$ cat config.mk
export PLATFORM = sky130hd
export DESIGN_NAME = ecc_decoder_pipe
export DESIGN_NICKNAME = d
export VERILOG_FILES = /design/src/rtl/ecc_decoder_pipe.sv
export SDC_FILE = /design/constraint.sdc
export NUM_CORES = 1
export LEC_CHECK = 0
export CORE_ASPECT_RATIO = 1.1
export CORE_MARGIN = 4
export CORE_UTILIZATION = 53
export CTS_CLUSTER_SIZE = 12
export DETAILED_ROUTE_END_ITERATION = 6
export GPL_TIMING_DRIVEN = 0
export HOLD_SLACK_MARGIN = 0.02
export PLACE_DENSITY = 0.81
export SLEW_MARGIN = 30
export SYNTH_ARGS = -nofsm -noshare
export SYNTH_HDL_FRONTEND = slang
export SYNTH_SLANG_ARGS = --single-unit
$ cat constraint.sdc
create_clock -name clk -period 2.1 [get_ports clk]
set_input_delay 0.63 -clock clk [delete_from_list [all_inputs] [get_ports clk]]
set_output_delay 0.63 -clock clk [all_outputs]
set_load 0.05 [all_outputs]
$ cat src/rtl/ecc_decoder_pipe.sv
// ecc_decoder_pipe
//   Two-stage pipelined SEC-DED Hamming decoder for 8/16/32(/64)-bit codewords,
//   with the width selected per word. Valid/ready stream in and out with full
//   backpressure, plus saturating statistics and a sticky error flag.
//
//   Codeword layout for width N = 8 << mode, p = log2(N):
//     [p-1:0]   check bits
//     [p]       overall parity
//     [N-1:p+1] data bits; data bit j uses column c_j, the j-th non-power-of-two
//               integer starting at 3 (3,5,6,7,9,...)
//
// Ports
//   clk          system clock, rising edge
//   reset        asynchronous active-low reset
//   in_valid     input word valid
//   in_ready     decoder can accept a word this cycle (combinational from out_ready)
//   in_data      codeword; bits at index N and above are ignored
//   in_mode      00=8b 01=16b 10=32b 11=64b (64b legal only when MAX_CW=64)
//   out_valid    result valid
//   out_ready    downstream accepts the result
//   out_data     decoded data, LSB-aligned, zero-extended
//   out_num_err  0=clean 1=corrected 2=uncorrectable 3=illegal mode
//   out_mode     in_mode carried with the word
//   cnt_clr      synchronous clear of counters and err_flag (wins over updates)
//   cnt_corr     saturating count of delivered corrected words
//   cnt_uncorr   saturating count of delivered uncorrectable words
//   err_flag     sticky; set on delivery of a word with out_num_err 2 or 3

module ecc_decoder_pipe #(
  parameter int MAX_CW    = 32,
  parameter int CNT_WIDTH = 16
) (
  input  logic                 clk,
  input  logic                 reset,
  input  logic                 in_valid,
  output logic                 in_ready,
  input  logic [MAX_CW-1:0]    in_data,
  input  logic [1:0]           in_mode,
  output logic                 out_valid,
  input  logic                 out_ready,
  output logic [MAX_CW-1:0]    out_data,
  output logic [1:0]           out_num_err,
  output logic [1:0]           out_mode,
  input  logic                 cnt_clr,
  output logic [CNT_WIDTH-1:0] cnt_corr,
  output logic [CNT_WIDTH-1:0] cnt_uncorr,
  output logic                 err_flag
);

  localparam int NMODES = (MAX_CW == 64) ? 4 : 3;
  localparam int SYN_W  = 6;  // wide enough for the 64-bit code

  // Handshake
  logic adv1, adv2, deliver;

  // Stage 1
  logic                 s1_valid_reg;
  logic [SYN_W-1:0]     s1_syn_reg;
  logic                 s1_par_reg;
  logic [MAX_CW-1:0]    s1_data_reg;
  logic [1:0]           s1_mode_reg;
  logic                 s1_illegal_reg;

  // Stage 2
  logic                 s2_valid_reg;
  logic [MAX_CW-1:0]    s2_data_reg;
  logic [1:0]           s2_err_reg;
  logic [1:0]           s2_mode_reg;

  // Statistics
  logic [CNT_WIDTH-1:0] cnt_corr_reg;
  logic [CNT_WIDTH-1:0] cnt_uncorr_reg;
  logic                 err_flag_reg;

  // Per-mode results flattened into packed vectors so each mode drives its own slice
  logic [NMODES*SYN_W-1:0]  syn_flat;
  logic [NMODES-1:0]        par_flat;
  logic [NMODES*MAX_CW-1:0] data_flat;
  logic [NMODES*MAX_CW-1:0] flip_flat;

  // Selected per-word values
  logic [SYN_W-1:0]  syn_sel;
  logic              par_sel;
  logic [MAX_CW-1:0] data_sel;
  logic              illegal_sel;
  logic [MAX_CW-1:0] flip_sel;
  logic [MAX_CW-1:0] dec_data;
  logic [1:0]        dec_err;

  genvar gi;
  generate
    for (gi = 0; gi < NMODES; gi++) begin : g_mode
      localparam int N = 8 << gi;
      localparam int P = 3 + gi;

      logic [SYN_W-1:0]  syn;
      logic [MAX_CW-1:0] flip;

      // Syndrome: check bits XOR the columns of every set data bit.
      always_comb begin
        int j;
        syn = SYN_W'(in_data[P-1:0]);
        j = 0;
        for (int c = 3; c < (1 << P); c++) begin
          if ((c & (c - 1)) != 0) begin
            if (in_data[P + 1 + j]) begin
              syn = syn ^ SYN_W'(c);
            end
            j++;
          end
        end
      end

      // Correction mask: the data bit whose column equals the registered syndrome.
      // Zero and power-of-two syndromes match no column, leaving data raw.
      always_comb begin
        int j;
        flip = '0;
        j = 0;
        for (int c = 3; c < (1 << P); c++) begin
          if ((c & (c - 1)) != 0) begin
            if (s1_syn_reg == SYN_W'(c)) begin
              flip[j] = 1'b1;
            end
            j++;
          end
        end
      end

      assign syn_flat[gi*SYN_W +: SYN_W]    = syn;
      assign par_flat[gi]                   = ^in_data[N-1:0];
      assign data_flat[gi*MAX_CW +: MAX_CW] = MAX_CW'(in_data[N-1:P+1]);
      assign flip_flat[gi*MAX_CW +: MAX_CW] = flip;
    end
  endgenerate

  always_comb begin
    syn_sel  = '0;
    par_sel  = 1'b0;
    data_sel = '0;
    flip_sel = '0;
    for (int m = 0; m < NMODES; m++) begin
      if (in_mode == 2'(m)) begin
        syn_sel  = syn_flat[m*SYN_W +: SYN_W];
        par_sel  = par_flat[m];
        data_sel = data_flat[m*MAX_CW +: MAX_CW];
      end
      if (s1_mode_reg == 2'(m)) begin
        flip_sel = flip_flat[m*MAX_CW +: MAX_CW];
      end
    end
  end

  assign illegal_sel = (MAX_CW != 64) && (in_mode == 2'b11);

  // Odd overall parity means a single (correctable) error; even parity with a
  // nonzero syndrome means a double error.
  always_comb begin
    dec_data = s1_data_reg;
    dec_err  = 2'd0;
    if (s1_illegal_reg) begin
      dec_data = '0;
      dec_err  = 2'd3;
    end else if (s1_par_reg) begin
      dec_data = s1_data_reg ^ flip_sel;
      dec_err  = 2'd1;
    end else if (s1_syn_reg != '0) begin
      dec_err  = 2'd2;
    end
  end

  assign adv2     = !s2_valid_reg || out_ready;
  assign adv1     = !s1_valid_reg || adv2;
  assign in_ready = adv1;
  assign deliver  = s2_valid_reg && out_ready;

  always_ff @(posedge clk or negedge reset) begin
    if (!reset) begin
      s1_valid_reg   <= 1'b0;
      s1_syn_reg     <= '0;
      s1_par_reg     <= 1'b0;
      s1_data_reg    <= '0;
      s1_mode_reg    <= 2'd0;
      s1_illegal_reg <= 1'b0;
    end else if (adv1) begin
      s1_valid_reg <= in_valid;
      if (in_valid) begin
        s1_syn_reg     <= syn_sel;
        s1_par_reg     <= par_sel;
        s1_data_reg    <= data_sel;
        s1_mode_reg    <= in_mode;
        s1_illegal_reg <= illegal_sel;
      end
    end
  end

  always_ff @(posedge clk or negedge reset) begin
    if (!reset) begin
      s2_valid_reg <= 1'b0;
      s2_data_reg  <= '0;
      s2_err_reg   <= 2'd0;
      s2_mode_reg  <= 2'd0;
    end else if (adv2) begin
      s2_valid_reg <= s1_valid_reg;
      if (s1_valid_reg) begin
        s2_data_reg <= dec_data;
        s2_err_reg  <= dec_err;
        s2_mode_reg <= s1_mode_reg;
      end
    end
  end

  always_ff @(posedge clk or negedge reset) begin
    if (!reset) begin
      cnt_corr_reg   <= '0;
      cnt_uncorr_reg <= '0;
      err_flag_reg   <= 1'b0;
    end else if (cnt_clr) begin
      cnt_corr_reg   <= '0;
      cnt_uncorr_reg <= '0;
      err_flag_reg   <= 1'b0;
    end else if (deliver) begin
      if (s2_err_reg == 2'd1 && cnt_corr_reg != '1) begin
        cnt_corr_reg <= cnt_corr_reg + 1'b1;
      end
      if (s2_err_reg == 2'd2 && cnt_uncorr_reg != '1) begin
        cnt_uncorr_reg <= cnt_uncorr_reg + 1'b1;
      end
      if (s2_err_reg[1]) begin
        err_flag_reg <= 1'b1;
      end
    end
  end

  assign out_valid   = s2_valid_reg;
  assign out_data    = s2_data_reg;
  assign out_num_err = s2_err_reg;
  assign out_mode    = s2_mode_reg;
  assign cnt_corr    = cnt_corr_reg;
  assign cnt_uncorr  = cnt_uncorr_reg;
  assign err_flag    = err_flag_reg;

endmodule
==> summary.md <==
| Metric | Value |
|---|---|
| Worst-Margin Slew | `0.602 ns` |
| CTS buffer count | `9` |
| Buffers added on ports | `94` |
| Max-Cap Viols | `0` |
| Layout cell share with drive strength beyond 1 | `12.3%` |
| Async S/R FF share, synth | `100%` |
| Seq pwr share | `approximately 37%` |
| Ant diodes | `0` |
| WHS | `roughly 0.18 ns` |
| Vias in the first global route | `around 4900` |
| Most common cell in the netlist | `dfrtp_1` |
| First-pass GRT wire length | `between 20000 and 25000 um` |
| Warnings, synthesis | `0` |
| Post-synth top area share | `a little over two fifths` |
| Largest net degree at the start of global routing | `63` |
| Initial antenna violation count | `0` |
| Tmin final | `2.06 ns` |
| Comb power frac | `33.6%` |
| Distinct cells, synth | `50` |
| Final Hold Fails | `0` |
| CP top delay family | `XOR/XNOR gates` |
| Area Growth Syn to Fin | `27.7%` |
| DR iter-0 viols | `323` |
| Commonest cells in the netlist | `100 x dfrtp_1, 90 x nand2_1, 80 x nor2_1` |
| Die W | `between 100 and 150 um` |
| WP data required | `2.38 ns` |
| Vias post-DR | `just under 5000` |
| Netlist Area Pre-Place | `5950 um^2` |
| Switching share of power | `between 30% and 40%` |
| Nets | `791` |
| Post-synth EDFFs | `0` |
| Gr ovfl total | `0` |
| DRT antenna net count | `0` |
| Reg clk slew, reported paths | `about 0.07 ns` |
| Vias/cell | `between 5 and 6` |
| GRT Total Usage | `between 20% and 30%` |
| Worst-path maximum fanout | `3` |
| Hold_buf cts | `0` |
| Tcrit/Tclk final | `a little over nine tenths` |
| Relative slew slack | `59.7%` |
| Critical path launch point type | `primary input` |
| Drt total wl | `approximately 15000 um` |
| Post-route cell area | `approximately 7600 um^2` |
| Core Region | `11000 um^2` |
| CTS HTree Levels | `3` |
| WP buf/inv | `1` |
| FF+latch count, synth | `100` |
| Top_reg_cell synth | `dfrtp_1` |
| Setup violators final | `0` |
| Worst hold path class | `in2async` |
| Largest area contributor in the netlist | `dfrtp_1` |
| TritonCTS clock tree | `done` |
| Root Driver | `clkbuf_16` |
| WL/cell | `16.6 um` |
| Pre-Repair DR Iteration Count | `5` |
| Crit-path cells | `dlygate4sd2_1 -> xnor2_2 -> xnor3_2 -> xnor3_1 -> nor4_1 -> nand3b_1` |
| DP Area | `approximately 7000 um^2` |
| Starting Density | `54.3%` |
| Drt drc | `0` |
| Max frequency | `between 0.4 and 0.5 GHz` |
| Pint | `just over 0.004 W` |
| Post-Synthesis Cells | `between 600 and 700` |
| Largest cells by area after synthesis | `dfrtp_1 42%, xnor2_1 11%, nand2_1 5.7%, xnor3_1 5.7%, nor2_1 5.0%` |
| DP Wirelength | `between 10000 and 15000 um` |
| Sw Pwr | `0.00219 W` |
| CTS Sinks | `100` |
| Clock Path Buffers | `2` |
| Final max-slew violation count | `0` |
| Setup crit end kind | `register` |
| GP Congestion | `between 0.9 and 1` |
| CP peak stage delay | `roughly 0.41 ns` |
| Register area share after synthesis | `a little over two fifths` |
| WP data arrival | `about 2.4 ns` |
| Power per cell area | `around 830 nW/um^2` |
| Core Util, Final | `69.3%` |
| Outcome | `finished, final reports clean` |
| VDD IR-drop max | `roughly 0.00051 V` |
| Clock network power share | `roughly 30%` |
| Die height | `119 um` |
| Rows | `40` |
| P_leak | `3.60 nW` |
| Die area | `between 10000 and 15000 um^2` |
| Avg Cell Area, Syn | `roughly 9.5 um^2` |
| Slowest cell on crit path | `xnor3_2` |
| Worst setup path category | `in2reg` |
| Clk_lat worst skew | `between 0.3 and 0.4 ns` |
| Clock Skews | `around 0.0081 ns` |
| Boundary pin count | `110` |
## repair_timing
item	CTS	global route
pin swaps	21	17
cloned	0	0
buffers inserted	4	8
endpoints found under the setup margin	117	23
resized for setup	120	35
## metal layers
| layer | GRT usage (%) | share of wire [%] |
|---|---|---|
| met5 | 0 | 0 |
| met3 | 3.04 | 6.0 |
| met2 | 40.1 | 50 |
| met4 | 11.7 | 3.3 |
| met1 | 29.6 | 40 |
## worst paths after layout
path / start / end / slack, ns / depth (start not counted)
worst min register to register: out_data[14] / out_data[14] / 0.48 / 2
max in group asynchronous: reset / cnt_corr[0] / 1.28 / 2
worst min-delay path: reset / cnt_uncorr[10] / 0.18 / 1
min in group clk: out_data[14] / out_data[14] / 0.48 / 2
worst max register to register: out_num_err[0] / cnt_uncorr[15] / 0.11 / 5
worst max-delay path: in_data[28] / s1_par_reg / 0.04 / 6
## kinds of logic after synthesis
family,synth area share [%]
adders and majority gates,0.421
and+or+nand+nor,22.9
xor gates and xnor gates,23.0
buffers and inverters,3.26
muxes,1.96
AOI/OAI and AO/OA,6.35
DFF,42.1
other,0.0630
## layout by cell type (no fill, tap or decap), types with 7 or more instances in the layout
master | synthesis | final
nand3_1 | 30 | 30
clkbuf_16 | 0 | 9
o21ai_0 | 37 | 37
a21oi_1 | 12 | 12
nor2b_1 | 10 | 10
xor2_1 | 21 | 20
xnor2_1 | 77 | 68
xnor3_1 | 15 | 14
dlygate4sd2_1 | 0 | 77
xnor2_2 | 0 | 9
nand2_1 | 90 | 89
clkbuf_2 | 0 | 10
buf_4 | 6 | 18
nand4_1 | 11 | 11
nor2_1 | 80 | 80
nor3_1 | 15 | 15
nor4_1 | 9 | 7
dfrtp_1 | 100 | 95
a221oi_1 | 8 | 7
clkbuf_1 | 26 | 22
## power groups by stage
stage / clock network (W) / registers [W] / logic (W)
6_report: 0.00190 / 0.00232 / 0.00213
5_1_grt: 0.00199 / 0.00234 / 0.00227
4_1_cts: 0.00192 / 0.00231 / 0.00207
3_5_place_dp: 0 / 0.00235 / 0.00211
3_3_place_gp: 0 / 0.00234 / 0.00207
2_1_floorplan: 0 / 0.00273 / 0.00107
## stage by stage
step           total power (W)  std cells  setup WS, ns  TNS (ns)
2_1_floorplan          0.00379        632       -0.0824   -0.0824
3_3_place_gp           0.00441        873         -3.57   -356.96
3_5_place_dp           0.00446        874        -0.871    -38.97
4_1_cts                0.00630        894       0.00201         0
5_1_grt                0.00660        902       -0.0106   -0.0106
6_report               0.00634        902        0.0365         0
## cell type report
type | count | area, um^2
Clock buffer | 10 | 229
Sequential cell | 100 | 2510
Fill cell | 838 | 3370
Tap cell | 147 | 184
Multi-Input combinational cell | 488 | 3390
Timing Repair Buffer | 107 | 950
Inverter | 4 | 15.0
Clock inverter | 6 | 111
Buffer | 40 | 206
(Power assumes the default switching activity.)
